[src/rtl/pio_sw_led_avmm_if.sv]
// Avalon-MM slave bus bundle for the switch/LED PIO.
// The host side drives address/strobes/data and receives the registered read data.
interface pio_sw_led_avmm_if;
   logic [2:0]  avs_address;
   logic        avs_read;
   logic        avs_write;
   logic [31:0] avs_writedata;
   logic [31:0] avs_readdata;

   modport master (
      output avs_address, avs_read, avs_write, avs_writedata,
      input  avs_readdata
   );

   modport slave (
      input  avs_address, avs_read, avs_write, avs_writedata,
      output avs_readdata
   );
endinterface

[src/rtl/pio_sw_led_avmm.sv]
// Switch/LED PIO Avalon-MM slave: synchronised inputs, edge capture IRQ, LED set/clear.
// Define PIO_SW_DEBOUNCE_EN to insert the sampled debounce stage ahead of DATA_IN.
module pio_sw_led_avmm #(
   parameter int SW_WIDTH  = 16,
   parameter int LED_WIDTH = 16,
   parameter int DB_CYCLES = 500000,
   parameter int EDGE_MODE = 2
) (
   input  logic                 clk_clk,
   input  logic                 reset_reset_n,
   pio_sw_led_avmm_if.slave     avs,
   output logic                 irq,
   input  logic [SW_WIDTH-1:0]  sw_in,
   output logic [LED_WIDTH-1:0] led_out
);

   logic [SW_WIDTH-1:0]  sync1;
   logic [SW_WIDTH-1:0]  sync;
   logic [SW_WIDTH-1:0]  db;
   logic [SW_WIDTH-1:0]  db_prev;
   logic [SW_WIDTH-1:0]  edge_det;
   logic [SW_WIDTH-1:0]  edge_cap;
   logic [SW_WIDTH-1:0]  irq_mask;
   logic [SW_WIDTH-1:0]  cap_clr;
   logic [LED_WIDTH-1:0] led_reg;
   logic [LED_WIDTH-1:0] led_nxt;
   logic [31:0]          rd_mux;
   logic                 wr_led;
   logic                 wr_mask;
   logic                 wr_cap;
   logic                 wr_set;
   logic                 wr_clr;

   always_ff @(posedge clk_clk or negedge reset_reset_n) begin
      if (!reset_reset_n) begin
         sync1 <= '0;
         sync  <= '0;
      end else begin
         sync1 <= sw_in;
         sync  <= sync1;
      end
   end

`ifdef PIO_SW_DEBOUNCE_EN
   localparam int CW = $clog2(DB_CYCLES);

   logic [CW-1:0]       cnt;
   logic                tick;
   logic [SW_WIDTH-1:0] samp;
   logic [SW_WIDTH-1:0] db_r;
   logic [SW_WIDTH-1:0] agree;

   assign tick  = (cnt == CW'(DB_CYCLES - 1));
   assign agree = ~(sync ^ samp);

   // A bit only moves once two ticks in a row saw the same level.
   always_ff @(posedge clk_clk or negedge reset_reset_n) begin
      if (!reset_reset_n) begin
         cnt  <= '0;
         samp <= '0;
         db_r <= '0;
      end else begin
         cnt <= tick ? '0 : cnt + 1'b1;
         if (tick) begin
            samp <= sync;
            db_r <= (db_r & ~agree) | (sync & agree);
         end
      end
   end

   assign db = db_r;
`else
   assign db = sync;
`endif

   generate
      if (EDGE_MODE == 0) begin : g_rise
         assign edge_det = db & ~db_prev;
      end else if (EDGE_MODE == 1) begin : g_fall
         assign edge_det = ~db & db_prev;
      end else begin : g_both
         assign edge_det = db ^ db_prev;
      end
   endgenerate

   assign wr_led  = avs.avs_write && (avs.avs_address == 3'd1);
   assign wr_mask = avs.avs_write && (avs.avs_address == 3'd2);
   assign wr_cap  = avs.avs_write && (avs.avs_address == 3'd3);
   assign wr_set  = avs.avs_write && (avs.avs_address == 3'd4);
   assign wr_clr  = avs.avs_write && (avs.avs_address == 3'd5);
   assign cap_clr = wr_cap ? avs.avs_writedata[SW_WIDTH-1:0] : '0;

   always_comb begin
      led_nxt = led_reg;
      unique case (1'b1)
         wr_led:  led_nxt = avs.avs_writedata[LED_WIDTH-1:0];
         wr_set:  led_nxt = led_reg | avs.avs_writedata[LED_WIDTH-1:0];
         wr_clr:  led_nxt = led_reg & ~avs.avs_writedata[LED_WIDTH-1:0];
         default: led_nxt = led_reg;
      endcase
   end

   // Reads see register contents before any write in the same cycle.
   always_comb begin
      rd_mux = '0;
      case (avs.avs_address)
         3'd0:    rd_mux[SW_WIDTH-1:0]  = db;
         3'd1:    rd_mux[LED_WIDTH-1:0] = led_reg;
         3'd2:    rd_mux[SW_WIDTH-1:0]  = irq_mask;
         3'd3:    rd_mux[SW_WIDTH-1:0]  = edge_cap;
         default: rd_mux = '0;
      endcase
   end

   // New edges take priority over a W1C on the same bit.
   always_ff @(posedge clk_clk or negedge reset_reset_n) begin
      if (!reset_reset_n) begin
         db_prev          <= '0;
         edge_cap         <= '0;
         irq_mask         <= '0;
         irq              <= 1'b0;
         led_reg          <= '0;
         avs.avs_readdata <= '0;
      end else begin
         db_prev  <= db;
         edge_cap <= (edge_cap & ~cap_clr) | edge_det;
         irq      <= |(edge_cap & irq_mask);
         led_reg  <= led_nxt;
         if (wr_mask)
            irq_mask <= avs.avs_writedata[SW_WIDTH-1:0];
         avs.avs_readdata <= avs.avs_read ? rd_mux : '0;
      end
   end

   assign led_out = led_reg;

endmodule

[src/flat_wrapper.sv]
// flat-port wrapper written by rule: the top's interface ports become plain ports
module pio_sw_led_avmm_flat 
#(
   parameter int SW_WIDTH  = 16,
   parameter int LED_WIDTH = 16,
   parameter int DB_CYCLES = 500000,
   parameter int EDGE_MODE = 2
)
  (clk_clk, reset_reset_n, irq, sw_in, led_out, avs_avs_address, avs_avs_read, avs_avs_write, avs_avs_writedata, avs_avs_readdata);
  pio_sw_led_avmm_if avs_i ();
  input  logic clk_clk;
  input  logic reset_reset_n;
  output logic irq;
  input  logic [SW_WIDTH-1:0] sw_in;
  output logic [LED_WIDTH-1:0] led_out;
  input wire logic [$bits(avs_i.avs_address)-1:0] avs_avs_address;
  input wire logic [$bits(avs_i.avs_read)-1:0] avs_avs_read;
  input wire logic [$bits(avs_i.avs_write)-1:0] avs_avs_write;
  input wire logic [$bits(avs_i.avs_writedata)-1:0] avs_avs_writedata;
  output wire logic [$bits(avs_i.avs_readdata)-1:0] avs_avs_readdata;
  assign avs_i.avs_address = avs_avs_address;
  assign avs_i.avs_read = avs_avs_read;
  assign avs_i.avs_write = avs_avs_write;
  assign avs_i.avs_writedata = avs_avs_writedata;
  assign avs_avs_readdata = avs_i.avs_readdata;
  pio_sw_led_avmm #(.SW_WIDTH(SW_WIDTH), .LED_WIDTH(LED_WIDTH), .DB_CYCLES(DB_CYCLES), .EDGE_MODE(EDGE_MODE)) u_core (.clk_clk(clk_clk), .reset_reset_n(reset_reset_n), .avs(avs_i), .irq(irq), .sw_in(sw_in), .led_out(led_out));
endmodule
[config.mk]
export PLATFORM = sky130hd
export DESIGN_NAME = pio_sw_led_avmm_flat
export DESIGN_NICKNAME = d
export VERILOG_FILES = /design/src/rtl/pio_sw_led_avmm_if.sv /design/src/rtl/pio_sw_led_avmm.sv /design/src/flat_wrapper.sv
export SDC_FILE = /design/constraint.sdc
export NUM_CORES = 1
export LEC_CHECK = 0
export CAP_MARGIN = 20
export CELL_PAD_IN_SITES_DETAIL_PLACEMENT = 1
export CELL_PAD_IN_SITES_GLOBAL_PLACEMENT = 2
export CORE_ASPECT_RATIO = 0.5
export CORE_UTILIZATION = 30
export CTS_CLUSTER_SIZE = 28
export DETAILED_ROUTE_END_ITERATION = 16
export GPL_TIMING_DRIVEN = 0
export PLACE_DENSITY = 0.76
export SLEW_MARGIN = 20
export SYNTH_ARGS = -nofsm -noshare
export SYNTH_HDL_FRONTEND = slang
export SYNTH_SLANG_ARGS = --single-unit
[constraint.sdc]
create_clock -name clk_clk -period 2.7 [get_ports clk_clk]
set_input_delay 0.405 -clock clk_clk [delete_from_list [all_inputs] [get_ports clk_clk]]
set_output_delay 0.405 -clock clk_clk [all_outputs]
set_load 0.03 [all_outputs]
After elaboration in Yosys (flattened, before gate mapping)
Index checks and enable logic that the tools add are counted.

Equality and inequality tests: 5. Muxes and demuxes: 4. Bitwise logic cells: 8. Reductions and logical operators: 8.

Operators by type and width (count): case mux 16 bit (4 select lines) (1); bitwise AND 16 bit (3); case mux 16 bit (3 select lines) (1); 2-to-1 mux 16 bit (2); inverter 16 bit (2); bitwise OR 16 bit (2); OR reduction 16 bit (1); XOR 16 bit (1); equality test 3 x 2 -> 1 bit (second input constant) (2); equality test 3 bit (second input constant) (2); logical AND 1 bit (5); equality test 3 x 1 -> 1 bit (second input constant) (1); zero test 3 bit (1); nonzero test 3 bit (1).

Flip-flop bits (word level): 129. Bits of input ports: 55.

Depth between registers and ports, before layout
Depth in word-level cells: 6. Gate-level depth with buffers: 6. Depth with buffers taken out: 3.

Worst setup path before layout
OpenSTA, ideal clock, no wires.

Kind: input to register. Start: input avs_avs_address[2]. End: register u_core.irq_mask[10]. Setup time: 0.125 ns. Arrival time: 1.488 ns. Setup slack: 1.088 ns. Stages on the path: 5. Path through: nand2b_1 > buf_6 > nor3b_4 > buf_6 > mux2_2.

Word-level cells in the longest chain between the ends: 2.

RTL lines: from (decl) (RTL line flat_wrapper.sv:16) `input wire logic [$bits(avs_i.avs_address)-1:0] avs_avs_address;`; equality test 3 x 2 -> 1 bit (RTL line pio_sw_led_avmm.sv:87) `assign wr_mask = avs.avs_write && (avs.avs_address == 3'd2);`; logical AND 1 bit (RTL line pio_sw_led_avmm.sv:87); to (signal assigned) (RTL line pio_sw_led_avmm.sv:130) `irq_mask <= avs.avs_writedata[SW_WIDTH-1:0];`; to (decl) (RTL line pio_sw_led_avmm.sv:23) `logic [SW_WIDTH-1:0] irq_mask;`.

Every way passes these cells. A chain may end at the register's enable or synchronous reset.

Final worst setup path
Start: input avs_avs_address[2]. End: register u_core.led_reg[5] (netlist: u_core.led_out[5]).

Word-level cells in the longest chain between the ends: 3. Elaborated cells between the ends (all ways): 8.

RTL lines: equality test 3 bit, or another cell as far along (RTL line pio_sw_led_avmm.sv:90) `assign wr_clr = avs.avs_write && (avs.avs_address == 3'd5);`; logical AND 1 bit (on tied branches) (RTL line pio_sw_led_avmm.sv:90, pio_sw_led_avmm.sv:86, pio_sw_led_avmm.sv:89); case mux 16 bit (3 select lines) / nonzero test 3 bit (equally long branches); to (signal assigned) (RTL line pio_sw_led_avmm.sv:128) `led_reg <= led_nxt;`; to (decl) (RTL line pio_sw_led_avmm.sv:25) `logic [LED_WIDTH-1:0] led_reg;`.

Several ways; a longest one is shown, not always the timed one.

==> reports/metrics.csv <==
stage,metric,value,unit
outcome,status,completed,
critical_path,worst setup path category,in2reg,
power,P_leak,0.002703,uW
timing,FMAX,0.4793,GHz
final_layout,fill cell count,1541,
global_routing,initial antenna violation count,0,
route,Final ANT Viol Nets,0,
timing,Final period util,77.27,%
critical_path,slowest cell delay on critical path,680,ps
logic_synthesis,Syn Area/Cell,13.20,um2
final_layout,layout cells sized above 1,16.30,%
min_path,Hold Path Class,reg2reg,
critical_path,"slowest stage cell, crit path",clkbuf_1,
timing,Max-slew headroom,46.10,%
logic_synthesis,largest area contributor in the netlist,dfrtp_1,
clocking,Clock transition at path regs,60,ps
final_layout,synth-to-layout area growth,37.73,%
job,max-cap viol count,0,
clocking,clk root buf,clkbuf_16,
clocking,clock latency at the later pin of the worst-skew pair,410,ps
place,RD Place Congestion,0.7050,
place,dpl cells,625,
global_routing,first-pass GRT wire length,17.81,mm
logic_synthesis,cell with the most instances after synthesis,dfrtp_1,
timing,Final min period,2086,ps
timing,"Setup violations, final",0,
final_layout,Nets,502,
logic_synthesis,Synth top cells by count,"dfrtp_1, mux2i_1, a221oi_1",
power,total power,5002,uW
route,routed vias,3032,
logic_synthesis,Synth top area share,62.83,%
clocking,clk buf depth,2,
timing,Final Hold Vio Count,0,
clocking,H-tree level count,4,
floorplanning,DIE HEIGHT,88.61,um
timing,Final Max Slew Viols,0,
floorplanning,Initial Utilization,30.94,%
clocking,CTS resizes,0,
logic_synthesis,Post-synth EDFFs,0,
clocking,TritonCTS clock tree,built,
global_routing,number of global-route vias before repair,3247,
critical_path,CP cell instances,"clkdlybuf4s50_1, o21ai_1, clkbuf_1, a221oi_1",
timing,Layout Skew,8.028,ps
route,first drt pass iteration count,5,
logic_synthesis,Synth Warn #,0,
logic_synthesis,Cells after Synth,341,
global_routing,largest net degree at the start of global routing,76,
route,Routed wire per std cell,16.77,um
logic_synthesis,Post-Synthesis Cell Area,4501,um2
critical_path,startpoint types,input port,
place,Post-DP HPWL,7.390,mm
logic_synthesis,#FFs+latches synth,113,
floorplanning,Die Width,175.2,um
final_layout,multi-input logic area,1459,um2
clocking,clock sinks,113,
critical_path,Worst setup EP type,register,
timing,Setup TNS Final,0,ps
place,Port Buffer Count,70,
route,Via-to-Cell Ratio,4.608,
logic_synthesis,post-synthesis sequential area ratio,62.83,%
timing,worst slew pin tran,808.5,ps
route,# DRC,0,
logic_synthesis,Netlist cell types,26,
final_layout,post-route insts no fill,658,
route,initial DRC count,126,
logic_synthesis,Area contributors post-synth,"dfrtp_1, mux2i_1, mux2_2, a221oi_1, xor2_1",
clocking,CTS buffer count,17,
final_layout,register area,2828,um2
timing,RSZ-0062 raised after global routing,false,
floorplanning,die footprint,15530,um2
critical_path,WP data arrival,2320,ps
critical_path,Worst EP required,2930,ps
power,PwrDens,807.0,nW/um2
floorplanning,I/O pin total,104,
logic_synthesis,async set-or-reset flop fraction in the synthesized netlist,100.0,%
global_routing,total track usage,15.62,%
logic_synthesis,Most used DFF post-synth,dfrtp_1,
critical_path,crit path max fanout,10,
floorplanning,Core Footprint,14550,um2
route,drt total wl,11.04,mm
floorplanning,num rows,31,
power,Max rail drop VDD,0.3474,mV
final_layout,antenna cells,0,
global_routing,grt total ovfl,0,
-- flip-flops by register name, indices dropped and copies added (netlist names) --
signal                   flops
u_core.avs.avs_readdata     16
u_core.sync1                16
u_core.db                   16
u_core.irq_mask             16
u_core.led_out              16
u_core.db_prev              16
u_core.edge_cap             16
u_core.irq                   1
-- what timing repair did --
item | in CTS | in global routing
hold endpoints to repair | 38 | 0
buffers inserted | 0 | 0
hold buffers | 1 | 0
-- cells by family (layout without fill, tap and decap cells) --
logic type	Yosys count	after routing	share of synthesized area (%)
buffers and inverters	49	153	6.005
xor gates and xnor gates	16	16	3.114
other	1	16	0.08332
AOI/OAI and AO/OA	73	73	11.45
and+or+nand+nor	41	41	5.394
DFF	113	113	62.83
muxes	48	48	11.12
-- critical path: cells and delay by family --
family,cells,cell delay (ps)
buffers and inverters,2,1160
AOI/OAI and AO/OA,2,750
-- cell type report --
cell class	instances	share of cell area (%)
clock buffer	22	7.650
buffer	33	3.391
timing repair buffer	72	11.93
clock inverter	10	2.907
multi-input combinational	194	23.54
inverter	16	0.9689
tap	198	3.997
sequential	113	45.62
-- metrics by stage --
| stage | cell area [um2] | util (%) | hold slack, ps | worst slack, ps |
|---|---|---|---|---|
| 2_1_floorplan | 4557 | - | 109.4 | 1088 |
| 3_3_place_gp | 5505 | 37.85 | 333.2 | -3311 |
| 3_5_place_dp | 5534 | 38.05 | 335.6 | 186.9 |
| 4_1_cts | 6198 | 42.62 | 345.1 | 616.0 |
| 5_1_grt | 6198 | 42.62 | 349.1 | 449.0 |
| 6_report | 6198 | 42.62 | 343.9 | 613.6 |
-- where the power goes --
group	switching [uW]	leakage [uW]	internal [uW]
registers	103	0.00133	1830
logic	310	0.00105	284
clock network	771	0.000316	1710
total	1180	0.00270	3820
-- routing by layer --
| layer | vias to the layer above | GRT usage, % | share of wire [%] |
|---|---|---|---|
| met3 | 16 | 3.436 | 4.0 |
| met1 | 1566 | 20.57 | 47 |
| met2 | 64 | 24.96 | 47 |
| li1 | 1386 | - | - |
| met4 | 0 | 7.352 | 1.7 |
| met5 | - | 0 | 0 |
-- worst paths after layout --
path	from	endpoint	slack, ps	cells after the start
min in group asynchronous	reset_reset_n	u_core.db_prev[9]$_DFF_PN0_	470	2
max in group asynchronous	reset_reset_n	u_core.irq_mask[15]$_DFFE_PN0P_	1540	3
worst min register to register	u_core.sync1[8]$_DFF_PN0_	u_core.db[8]$_DFF_PN0_	340	0
worst min-delay path	u_core.sync1[8]$_DFF_PN0_	u_core.db[8]$_DFF_PN0_	340	0
worst max register to register	u_core.edge_cap[8]$_DFF_PN0_	u_core.irq$_DFF_PN0_	1320	3
worst max-delay path	avs_avs_address[2]	u_core.led_out[5]$_DFFE_PN0P_	610	4
-- cell usage in the layout, fill, tap and decap left out --
cell and n:
dfrtp_1 113, clkdlybuf4s50_1 69, mux2i_1 32, a221oi_1 20
buf_4 17, clkbuf_16 17, nand2_1 16, xor2_1 16
a21o_1 16, o22ai_1 16, and2_1 16, inv_1 16
a21oi_1 16, mux2_2 16, conb_1 16, clkbuf_1 10
buf_2 6, bufinv_16 5, a22o_1 4, buf_6 3
clkbuf_8 3, clkinv_2 3, and4b_1 2, clkinvlp_4 2
and2b_1 1, or2_2 1, nand2b_1 1, nand4_1 1
nor2b_1 1, o21ai_1 1, nand4bb_1 1, nor3b_4 1
dlygate4sd3_1 1, buf_16 1
Note: power is estimated with default switching activity, not from simulation.
